## src/rtl/reorder_buffer_pkg.sv

```systemverilog
// Shared reorder-buffer constants: the null tag, default tag width and the tag increment that
// skips the null tag.
package reorder_buffer_pkg;

  localparam int unsigned RobWidthDefault = 4;
  localparam int unsigned RobNull         = 0;

  // Tags run 1..2^width-1; the null tag is never produced.
  function automatic int unsigned tag_inc(input int unsigned tag, input int unsigned width);
    int unsigned max_tag;
    max_tag = (32'd1 << width) - 32'd1;
    return (tag == max_tag) ? 32'd1 : tag + 32'd1;
  endfunction

endpackage

```

## src/rtl/reorder_buffer_if.sv

```systemverilog
// Issue, result-bus, operand-query and commit signals of the reorder buffer.
interface reorder_buffer_if
  import reorder_buffer_pkg::*;
#(
  parameter int unsigned ROB_WIDTH = RobWidthDefault
);

  logic                 issue_valid;
  logic [4:0]           issue_rd_id;
  logic                 issue_is_branch;
  logic                 issue_pred_taken;
  logic [31:0]          issue_redirect_pc;
  logic                 rob_full;
  logic [ROB_WIDTH-1:0] rob_next_index;

  logic                 cdb_valid;
  logic [ROB_WIDTH-1:0] cdb_rob_index;
  logic [31:0]          cdb_val;
  logic                 cdb_taken;

  logic [ROB_WIDTH-1:0] query1_index;
  logic [ROB_WIDTH-1:0] query2_index;
  logic                 query1_ready;
  logic                 query2_ready;
  logic [31:0]          query1_val;
  logic [31:0]          query2_val;

  logic                 rob_to_rf_ready;
  logic [4:0]           rob_to_rf_reg_id;
  logic [31:0]          rob_to_rf_reg_val;
  logic [ROB_WIDTH-1:0] rob_to_rf_rob_index;
  logic                 clr_out;
  logic [31:0]          clr_pc;

  modport master (
    output issue_valid, issue_rd_id, issue_is_branch, issue_pred_taken, issue_redirect_pc,
    output cdb_valid, cdb_rob_index, cdb_val, cdb_taken, query1_index, query2_index,
    input  rob_full, rob_next_index, query1_ready, query2_ready, query1_val, query2_val,
    input  rob_to_rf_ready, rob_to_rf_reg_id, rob_to_rf_reg_val, rob_to_rf_rob_index,
    input  clr_out, clr_pc
  );

  modport slave (
    input  issue_valid, issue_rd_id, issue_is_branch, issue_pred_taken, issue_redirect_pc,
    input  cdb_valid, cdb_rob_index, cdb_val, cdb_taken, query1_index, query2_index,
    output rob_full, rob_next_index, query1_ready, query2_ready, query1_val, query2_val,
    output rob_to_rf_ready, rob_to_rf_reg_id, rob_to_rf_reg_val, rob_to_rf_rob_index,
    output clr_out, clr_pc
  );

endinterface

```

## src/rtl/reorder_buffer.sv

```systemverilog
// In-order commit stage: allocates tags, captures CDB results, retires the head entry into the
// register file and flushes speculative state on a mispredicted branch at commit.
module reorder_buffer
  import reorder_buffer_pkg::*;
#(
  parameter int unsigned ROB_WIDTH = RobWidthDefault
) (
  input logic             clk_in,
  input logic             rst_in,
  input logic             rdy_in,
  reorder_buffer_if.slave rob
);

  localparam int unsigned Depth = 2 ** ROB_WIDTH;
  typedef logic [ROB_WIDTH-1:0] tag_t;
  localparam tag_t FirstTag = tag_t'(1);
  localparam tag_t MaxTag   = tag_t'(Depth - 1);
  localparam tag_t NullTag  = tag_t'(RobNull);

  logic        busy_q        [Depth];
  logic        ready_q       [Depth];
  logic [4:0]  rd_q          [Depth];
  logic [31:0] val_q         [Depth];
  logic        is_branch_q   [Depth];
  logic        pred_taken_q  [Depth];
  logic        taken_q       [Depth];
  logic [31:0] redirect_pc_q [Depth];

  tag_t        head_q, tail_q, count_q;
  logic        rf_ready_q;
  logic [4:0]  rf_reg_id_q;
  logic [31:0] rf_reg_val_q;
  tag_t        rf_rob_index_q;
  logic        clr_q;
  logic [31:0] clr_pc_q;

  logic        full, do_alloc, cdb_hit, do_commit, mispredict;
  tag_t        head_inc, tail_inc;
  tag_t        q_idx [2];
  logic [32:0] q_res [2];

  always_comb begin
    full       = (count_q == MaxTag);
    do_alloc   = rob.issue_valid && !full && !clr_q;
    cdb_hit    = rob.cdb_valid && !clr_q && busy_q[rob.cdb_rob_index];
    do_commit  = busy_q[head_q] && ready_q[head_q];
    mispredict = do_commit && is_branch_q[head_q] && (taken_q[head_q] != pred_taken_q[head_q]);
    head_inc   = tag_t'(tag_inc(32'(head_q), ROB_WIDTH));
    tail_inc   = tag_t'(tag_inc(32'(tail_q), ROB_WIDTH));
  end

  // Operand lookup: a same-cycle CDB broadcast wins over the stored value.
  always_comb begin
    q_idx[0] = rob.query1_index;
    q_idx[1] = rob.query2_index;
    for (int i = 0; i < 2; i++) begin
      q_res[i] = '0;
      if (q_idx[i] == NullTag) begin
        q_res[i] = '0;
      end else if (rob.cdb_valid && !clr_q && rob.cdb_rob_index == q_idx[i]) begin
        q_res[i] = {1'b1, rob.cdb_val};
      end else if (busy_q[q_idx[i]] && ready_q[q_idx[i]]) begin
        q_res[i] = {1'b1, val_q[q_idx[i]]};
      end
    end
  end

  always_ff @(posedge clk_in) begin
    if (rst_in) begin
      head_q         <= FirstTag;
      tail_q         <= FirstTag;
      count_q        <= '0;
      rf_ready_q     <= 1'b0;
      rf_reg_id_q    <= '0;
      rf_reg_val_q   <= '0;
      rf_rob_index_q <= '0;
      clr_q          <= 1'b0;
      clr_pc_q       <= '0;
      for (int i = 0; i < Depth; i++) busy_q[i] <= 1'b0;
    end else if (rdy_in) begin
      rf_ready_q <= 1'b0;
      clr_q      <= 1'b0;
      if (do_alloc) begin
        busy_q[tail_q]        <= 1'b1;
        ready_q[tail_q]       <= 1'b0;
        rd_q[tail_q]          <= rob.issue_rd_id;
        is_branch_q[tail_q]   <= rob.issue_is_branch;
        pred_taken_q[tail_q]  <= rob.issue_pred_taken;
        redirect_pc_q[tail_q] <= rob.issue_redirect_pc;
        tail_q                <= tail_inc;
      end
      if (cdb_hit) begin
        ready_q[rob.cdb_rob_index] <= 1'b1;
        val_q[rob.cdb_rob_index]   <= rob.cdb_val;
        taken_q[rob.cdb_rob_index] <= rob.cdb_taken;
      end
      if (do_commit) begin
        rf_ready_q     <= 1'b1;
        rf_reg_id_q    <= rd_q[head_q];
        rf_reg_val_q   <= val_q[head_q];
        rf_rob_index_q <= head_q;
        busy_q[head_q] <= 1'b0;
        head_q         <= head_inc;
      end
      case ({do_alloc, do_commit})
        2'b10:   count_q <= count_q + tag_t'(1);
        2'b01:   count_q <= count_q - tag_t'(1);
        default: count_q <= count_q;
      endcase
      // A flush overrides the allocation, CDB capture and pointer moves above.
      if (mispredict) begin
        clr_q    <= 1'b1;
        clr_pc_q <= redirect_pc_q[head_q];
        head_q   <= FirstTag;
        tail_q   <= FirstTag;
        count_q  <= '0;
        for (int i = 0; i < Depth; i++) busy_q[i] <= 1'b0;
      end
    end
  end

  assign rob.rob_full            = full;
  assign rob.rob_next_index      = tail_q;
  assign rob.query1_ready        = q_res[0][32];
  assign rob.query1_val          = q_res[0][31:0];
  assign rob.query2_ready        = q_res[1][32];
  assign rob.query2_val          = q_res[1][31:0];
  assign rob.rob_to_rf_ready     = rf_ready_q;
  assign rob.rob_to_rf_reg_id    = rf_reg_id_q;
  assign rob.rob_to_rf_reg_val   = rf_reg_val_q;
  assign rob.rob_to_rf_rob_index = rf_rob_index_q;
  assign rob.clr_out             = clr_q;
  assign rob.clr_pc              = clr_pc_q;

endmodule

```

## src/flat_wrapper.sv

```systemverilog
// flat-port wrapper written by rule: the top's interface ports become plain ports
module reorder_buffer_flat import reorder_buffer_pkg::*;
#(
  parameter int unsigned ROB_WIDTH = RobWidthDefault
)
  (clk_in, rst_in, rdy_in, rob_issue_valid, rob_issue_rd_id, rob_issue_is_branch, rob_issue_pred_taken, rob_issue_redirect_pc, rob_cdb_valid, rob_cdb_rob_index, rob_cdb_val, rob_cdb_taken, rob_query1_index, rob_query2_index, rob_rob_full, rob_rob_next_index, rob_query1_ready, rob_query2_ready, rob_query1_val, rob_query2_val, rob_rob_to_rf_ready, rob_rob_to_rf_reg_id, rob_rob_to_rf_reg_val, rob_rob_to_rf_rob_index, rob_clr_out, rob_clr_pc);
  reorder_buffer_if #(.ROB_WIDTH(ROB_WIDTH)) rob_i ();
  input logic clk_in;
  input logic rst_in;
  input logic rdy_in;
  input wire logic [$bits(rob_i.issue_valid)-1:0] rob_issue_valid;
  input wire logic [$bits(rob_i.issue_rd_id)-1:0] rob_issue_rd_id;
  input wire logic [$bits(rob_i.issue_is_branch)-1:0] rob_issue_is_branch;
  input wire logic [$bits(rob_i.issue_pred_taken)-1:0] rob_issue_pred_taken;
  input wire logic [$bits(rob_i.issue_redirect_pc)-1:0] rob_issue_redirect_pc;
  input wire logic [$bits(rob_i.cdb_valid)-1:0] rob_cdb_valid;
  input wire logic [$bits(rob_i.cdb_rob_index)-1:0] rob_cdb_rob_index;
  input wire logic [$bits(rob_i.cdb_val)-1:0] rob_cdb_val;
  input wire logic [$bits(rob_i.cdb_taken)-1:0] rob_cdb_taken;
  input wire logic [$bits(rob_i.query1_index)-1:0] rob_query1_index;
  input wire logic [$bits(rob_i.query2_index)-1:0] rob_query2_index;
  output wire logic [$bits(rob_i.rob_full)-1:0] rob_rob_full;
  output wire logic [$bits(rob_i.rob_next_index)-1:0] rob_rob_next_index;
  output wire logic [$bits(rob_i.query1_ready)-1:0] rob_query1_ready;
  output wire logic [$bits(rob_i.query2_ready)-1:0] rob_query2_ready;
  output wire logic [$bits(rob_i.query1_val)-1:0] rob_query1_val;
  output wire logic [$bits(rob_i.query2_val)-1:0] rob_query2_val;
  output wire logic [$bits(rob_i.rob_to_rf_ready)-1:0] rob_rob_to_rf_ready;
  output wire logic [$bits(rob_i.rob_to_rf_reg_id)-1:0] rob_rob_to_rf_reg_id;
  output wire logic [$bits(rob_i.rob_to_rf_reg_val)-1:0] rob_rob_to_rf_reg_val;
  output wire logic [$bits(rob_i.rob_to_rf_rob_index)-1:0] rob_rob_to_rf_rob_index;
  output wire logic [$bits(rob_i.clr_out)-1:0] rob_clr_out;
  output wire logic [$bits(rob_i.clr_pc)-1:0] rob_clr_pc;
  assign rob_i.issue_valid = rob_issue_valid;
  assign rob_i.issue_rd_id = rob_issue_rd_id;
  assign rob_i.issue_is_branch = rob_issue_is_branch;
  assign rob_i.issue_pred_taken = rob_issue_pred_taken;
  assign rob_i.issue_redirect_pc = rob_issue_redirect_pc;
  assign rob_i.cdb_valid = rob_cdb_valid;
  assign rob_i.cdb_rob_index = rob_cdb_rob_index;
  assign rob_i.cdb_val = rob_cdb_val;
  assign rob_i.cdb_taken = rob_cdb_taken;
  assign rob_i.query1_index = rob_query1_index;
  assign rob_i.query2_index = rob_query2_index;
  assign rob_rob_full = rob_i.rob_full;
  assign rob_rob_next_index = rob_i.rob_next_index;
  assign rob_query1_ready = rob_i.query1_ready;
  assign rob_query2_ready = rob_i.query2_ready;
  assign rob_query1_val = rob_i.query1_val;
  assign rob_query2_val = rob_i.query2_val;
  assign rob_rob_to_rf_ready = rob_i.rob_to_rf_ready;
  assign rob_rob_to_rf_reg_id = rob_i.rob_to_rf_reg_id;
  assign rob_rob_to_rf_reg_val = rob_i.rob_to_rf_reg_val;
  assign rob_rob_to_rf_rob_index = rob_i.rob_to_rf_rob_index;
  assign rob_clr_out = rob_i.clr_out;
  assign rob_clr_pc = rob_i.clr_pc;
  reorder_buffer #(.ROB_WIDTH(ROB_WIDTH)) u_core (.clk_in(clk_in), .rst_in(rst_in), .rdy_in(rdy_in), .rob(rob_i));
endmodule
```

## config.mk

```make
export PLATFORM = sky130hd
export DESIGN_NAME = reorder_buffer_flat
export DESIGN_NICKNAME = d
export VERILOG_FILES = /design/src/rtl/reorder_buffer_pkg.sv /design/src/rtl/reorder_buffer_if.sv /design/src/rtl/reorder_buffer.sv /design/src/flat_wrapper.sv
export SDC_FILE = /design/constraint.sdc
export NUM_CORES = 2
export LEC_CHECK = 0
export BUFFER_PORTS_ARGS = -buffer_cell sky130_fd_sc_hd__buf_2
export CAP_MARGIN = 10
export CORE_MARGIN = 1.5
export CORE_UTILIZATION = 55
export CTS_BUF_LIST = sky130_fd_sc_hd__clkbuf_16
export DETAILED_ROUTE_END_ITERATION = 8
export PLACE_DENSITY = 0.72
export SETUP_SLACK_MARGIN = 0.3
export SYNTH_ARGS = -nofsm -noshare
export SYNTH_HDL_FRONTEND = slang
export SYNTH_SLANG_ARGS = --single-unit
```

## constraint.sdc

```tcl
create_clock -name clk_in -period 6.82 [get_ports clk_in]
set_clock_uncertainty 0.15 [all_clocks]
set_input_delay 0.341 -clock clk_in [delete_from_list [all_inputs] [get_ports clk_in]]
set_output_delay 0.341 -clock clk_in [all_outputs]
set_load 0.03 [all_outputs]
```

==> results summary <==
In the global route stage, met2 resource usage came out at between 40% and 50%. The post-synthesis simple-gate area fraction came out at 2.494%. Sequential cells were found to cover between 60% and 70% of the synthesized design area. Net switching is 21.01% of the power. For this run the aggregate overflow at the end of global routing stands at 0. The number of hold violations in the final report came out at 0. The completed layout was analyzed and its total power is about 16 mW. The synthesized instance count is ~2800.

The maximum level of the CTS H-tree came out at 4. The layout cell share with drive strength beyond 1 came out at 37.40%. The clock buffer count from CTS came out at ~140. The period utilization came out at 61.32%.

In this run the cell area of the synthesized design comes to approximately 0.057 sq mm. The critical path endpoint category is an output port. Multiplexer cells account for 28.17% of the synthesized area. The post-synthesis async set-or-reset flop share came out at 0%. The final layout contains 3224 nets. The starting density of the core came out at 55.33%. The first global-routing pass estimated 221800 um of wire. The routed layout has 31840 vias. The top cell type's share of synthesized area came out at 60.49%. The final count of pins violating max slew is 0. The met3 routing resource usage after global routing is ~5.7%. The class of the most critical hold timing path is input port to flip-flop.

At the worst endpoint, the arrival time is approximately 3700 ps. The relative contribution of sequential cells to total power is 52.4%. The clock network is responsible for 43.2% of the overall power.

Synthesis produced a netlist with a net count of just under 3000. The routed wirelength normalized by instance count came out at 32.75 um. The width of the die is 325.5 um.

The total of max-cap violations is 0. Among all flip-flop cells after synthesis, the most frequent one is sky130_fd_sc_hd__edfxtp_1. The most frequent standard cell in the layout excluding fill and tap cells is sky130_fd_sc_hd__edfxtp_1.

The summed negative setup slack over all endpoints came out at 0 ps. CTS placed an instance of sky130_fd_sc_hd__clkbuf_16 at the clock tree root. The top-level I/O count is 235. For met1 alone, demand over resource in global routing was between 30% and 40%. The combinational power share is roughly 4.4%. The maximum ir drop on the vdd rail is 0.2473 mV.

The number of distinct standard cells referenced by the synthesized netlist came out at 61. At the worst endpoint, the required time is about 6300 ps. The total global routing track utilization came out at between 20% and 30%. The layout overhead on the synthesized area is 13.74%. The number of standard-cell rows in the floorplan came out at between 100 and 150. The setup-violating endpoint count in the final report is 0. The die outline area came out at ~0.11 sq mm. The pin slew with the least headroom to its limit is 1155 ps. Setup repair after global routing left no endpoint under its margin. Before antenna repair, the detailed router went through 6 iterations. The end of the critical path is rob_query2_val[1]. The post-synthesis area per instance came out at ~20 sq um.

The number of routed nets with antenna violations came out at 0. The via count normalized by instance count came out at 6.892. The endpoint identified for the worst register-to-register timing path is u_core.count_q[3].

Counting cells, the worst reg-to-reg path comes to 11. Power spread over the standard cell area amounts to ~250 mW/mm^2. For this design, the sink count on the clock tree is 1275. The run finished with clean final reports. For this design the static power due to leakage is 21.24 nW.

The start point of the critical path is u_core.rob.clr_out. The fraction of synthesized cell area in xor and xnor cells came out at less than 1%. The initial antenna violation count is 8. Summing the areas of all compound-gate instances in the mapped netlist gives roughly 2.2% of the synthesized area.

The number of DRC violations after detailed-routing iteration 0 came out at around 4100. Along the worst path, the maximum fanout reaches 32. The clock-pin slew on the worst setup and hold paths came out at 60 ps. The total net switching power is 3.419 mW.

During placement, the flow inserted port buffers numbering 234. The via count of the first global-routing pass came to 32600. The global placement routability congestion came out at roughly 0.9.

Ranked by total cell area, the synthesized netlist is headed by sky130_fd_sc_hd__edfxtp_1 60%, sky130_fd_sc_hd__mux4_2 27%, sky130_fd_sc_hd__dfxtp_1 4.3%. The y dimension of the die is 325.5 um. The worst max-slew margin expressed relative to the limit came out at 22.81%. The clock latency reported for the late side of the worst-skew pair came out at 750 ps. The Yosys step of the flow raised 0 warnings.

The remaining design rule violation count came out at 0. The number of flip-flops and latches in the synthesized netlist is 1275. After global routing, the most crowded layer is met2. Setup slack on the critical path of the routed design comes to 2638 ps.

The cell accounting for the most synthesized area is sky130_fd_sc_hd__edfxtp_1. The pin count of the biggest net entering global routing came out at 126. The critical path is of the flip-flop to output port type.

The internal power of the cells totals around 13 mW. The wire length reported by the detailed router is 151300 um. In the layout the commonest cells are 1152 x sky130_fd_sc_hd__edfxtp_1, 686 x sky130_fd_sc_hd__mux4_2, 228 x sky130_fd_sc_hd__buf_2.

The highest clock rate came out at 239.1 MHz. Detailed placement ended at an HPWL of 83150 um. The worst setup path is launched from a flip-flop. The dominant combinational cell family by area after synthesis is multiplexers. The post-synthesis adder-cell area fraction came out at 0.2757%. The area inside the core boundary is 0.1033 sq mm. The worst slack after detailed placement is 2781 ps. TritonCTS built the clock tree. The synthesized design contains 1152 enable-type register cells.

The final critical-path required period is 4182 ps. The register-to-register setup slack came out at 2790 ps. No sink is reached through more buffers than the 3 on the longest clock path.
## cell type report
type | instances | area (sq um)
Antenna cell | 6 | 15.01
Clock buffer | 142 | 3553
Clock inverter | 105 | 699.4
Fill cell | 7065 | 38300
Inverter | 20 | 75.07
Multi-Input combinational cell | 1321 | 19430
Sequential cell | 1275 | 37070
Tap cell | 1380 | 1727
Timing Repair Buffer | 370 | 2480
## power groups by stage
stage,sequential [mW],combinational (mW),clock [mW]
detailed placement,8.70,0.674,0
floorplan,8.70,0.406,0
finish,8.53,0.714,7.03
global route,8.53,0.750,7.40
global placement,8.70,0.660,0
CTS,8.53,0.712,7.11
## kinds of logic (layout without fill, tap and decap cells)
| family | after synthesis | in the layout |
|---|---|---|
| other | 0 | 6 |
| adders and majority gates | 12 | 12 |
| buffers and inverters | 235 | 637 |
| DFF | 1275 | 1275 |
| and+or+nand+nor | 322 | 322 |
| muxes | 752 | 752 |
| AOI/OAI and AO/OA | 212 | 212 |
| xor gates and xnor gates | 23 | 23 |
## through the flow
stage / hold WS [ps] / cell area (sq um) / utilization (%) / cells
after floorplan: 289.9 / 57190 / - / 2831
after CTS: 71.99 / 65030 / 62.92 / 4613
after global routing: 157.1 / 65040 / 62.93 / 4615
after detailed placement: 295.3 / 60040 / 58.09 / 4292
after global placement: 290.5 / 60040 / 58.09 / 4292
final: 120.7 / 65050 / 62.94 / 4619
## worst min-delay path by stage
stage               depth (start not counted)                                 to  slack (ps)                               from
floorplan                                   0              u_core.is_branch_q[0]         290                rob_issue_is_branch
global placement                            2  u_core.rob.rob_to_rf_rob_index[0]         290  u_core.rob.rob_to_rf_rob_index[0]
detailed placement                          2    u_core.rob.rob_to_rf_reg_val[8]         300    u_core.rob.rob_to_rf_reg_val[8]
CTS                                         6                  u_core.count_q[1]          70                    rob_issue_valid
global route                                6                  u_core.count_q[0]         160                    rob_issue_valid
finish                                      6                  u_core.count_q[1]         120                    rob_issue_valid
## critical path: stages, from the launching register on
cell                       delay, ps
sky130_fd_sc_hd__dfxtp_1         330
sky130_fd_sc_hd__nand2b_1        300
sky130_fd_sc_hd__a221oi_1        330
sky130_fd_sc_hd__nand3_2         810
sky130_fd_sc_hd__a21o_1          410
sky130_fd_sc_hd__buf_4           270
sky130_fd_sc_hd__nor2_1          230
sky130_fd_sc_hd__buf_2           230
## layer usage
layer / routed length [um] / up-vias
li1: - / 12720
met1: 53830 / 16850
met2: 78880 / 1942
met3: 14010 / 319
met4: 4467 / 10
met5: 72 / -
## flip-flops by register name, summed over array words and instances, names as in the netlist, 4 cells and up, named ones only
register / cells
u_core.rob.rob_to_rf_reg_id: 5
u_core.busy_q: 16
u_core.count_q: 4
u_core.pred_taken_q: 16
u_core.rob.rob_to_rf_rob_index: 4
u_core.redirect_pc_q: 512
u_core.val_q: 512
u_core.rob.rob_to_rf_reg_val: 32
u_core.head_q: 4
u_core.rob.clr_pc: 32
u_core.ready_q: 16
u_core.rob.rob_next_index: 4
u_core.rd_q: 80
u_core.taken_q: 16
u_core.is_branch_q: 16
## synthesized netlist by cell type (all sizes together) (3+ instances only)
cell	instances
a211oi	5
a21o	4
a21oi	83
a311oi	14
a31oi	13
and2	17
buf	79
clkbuf	136
dfxtp	123
edfxtp	1152
ha	11
inv	20
mux2i	66
mux4	686
nand2	112
nand2b	7
nand3	43
nand3b	3
nand4	6
nor2	109
nor2b	10
nor4	4
o21ai	69
o22ai	3
xnor2	15
xor2	8
## what timing repair did
action | 4_1_cts | 5_1_grt
resized for setup | 0 | 0
hold endpoints to repair | 1172 | 0
buffers inserted | 0 | 0
hold buffers | 74 | 0
Power figures use the tool's default switching activity.
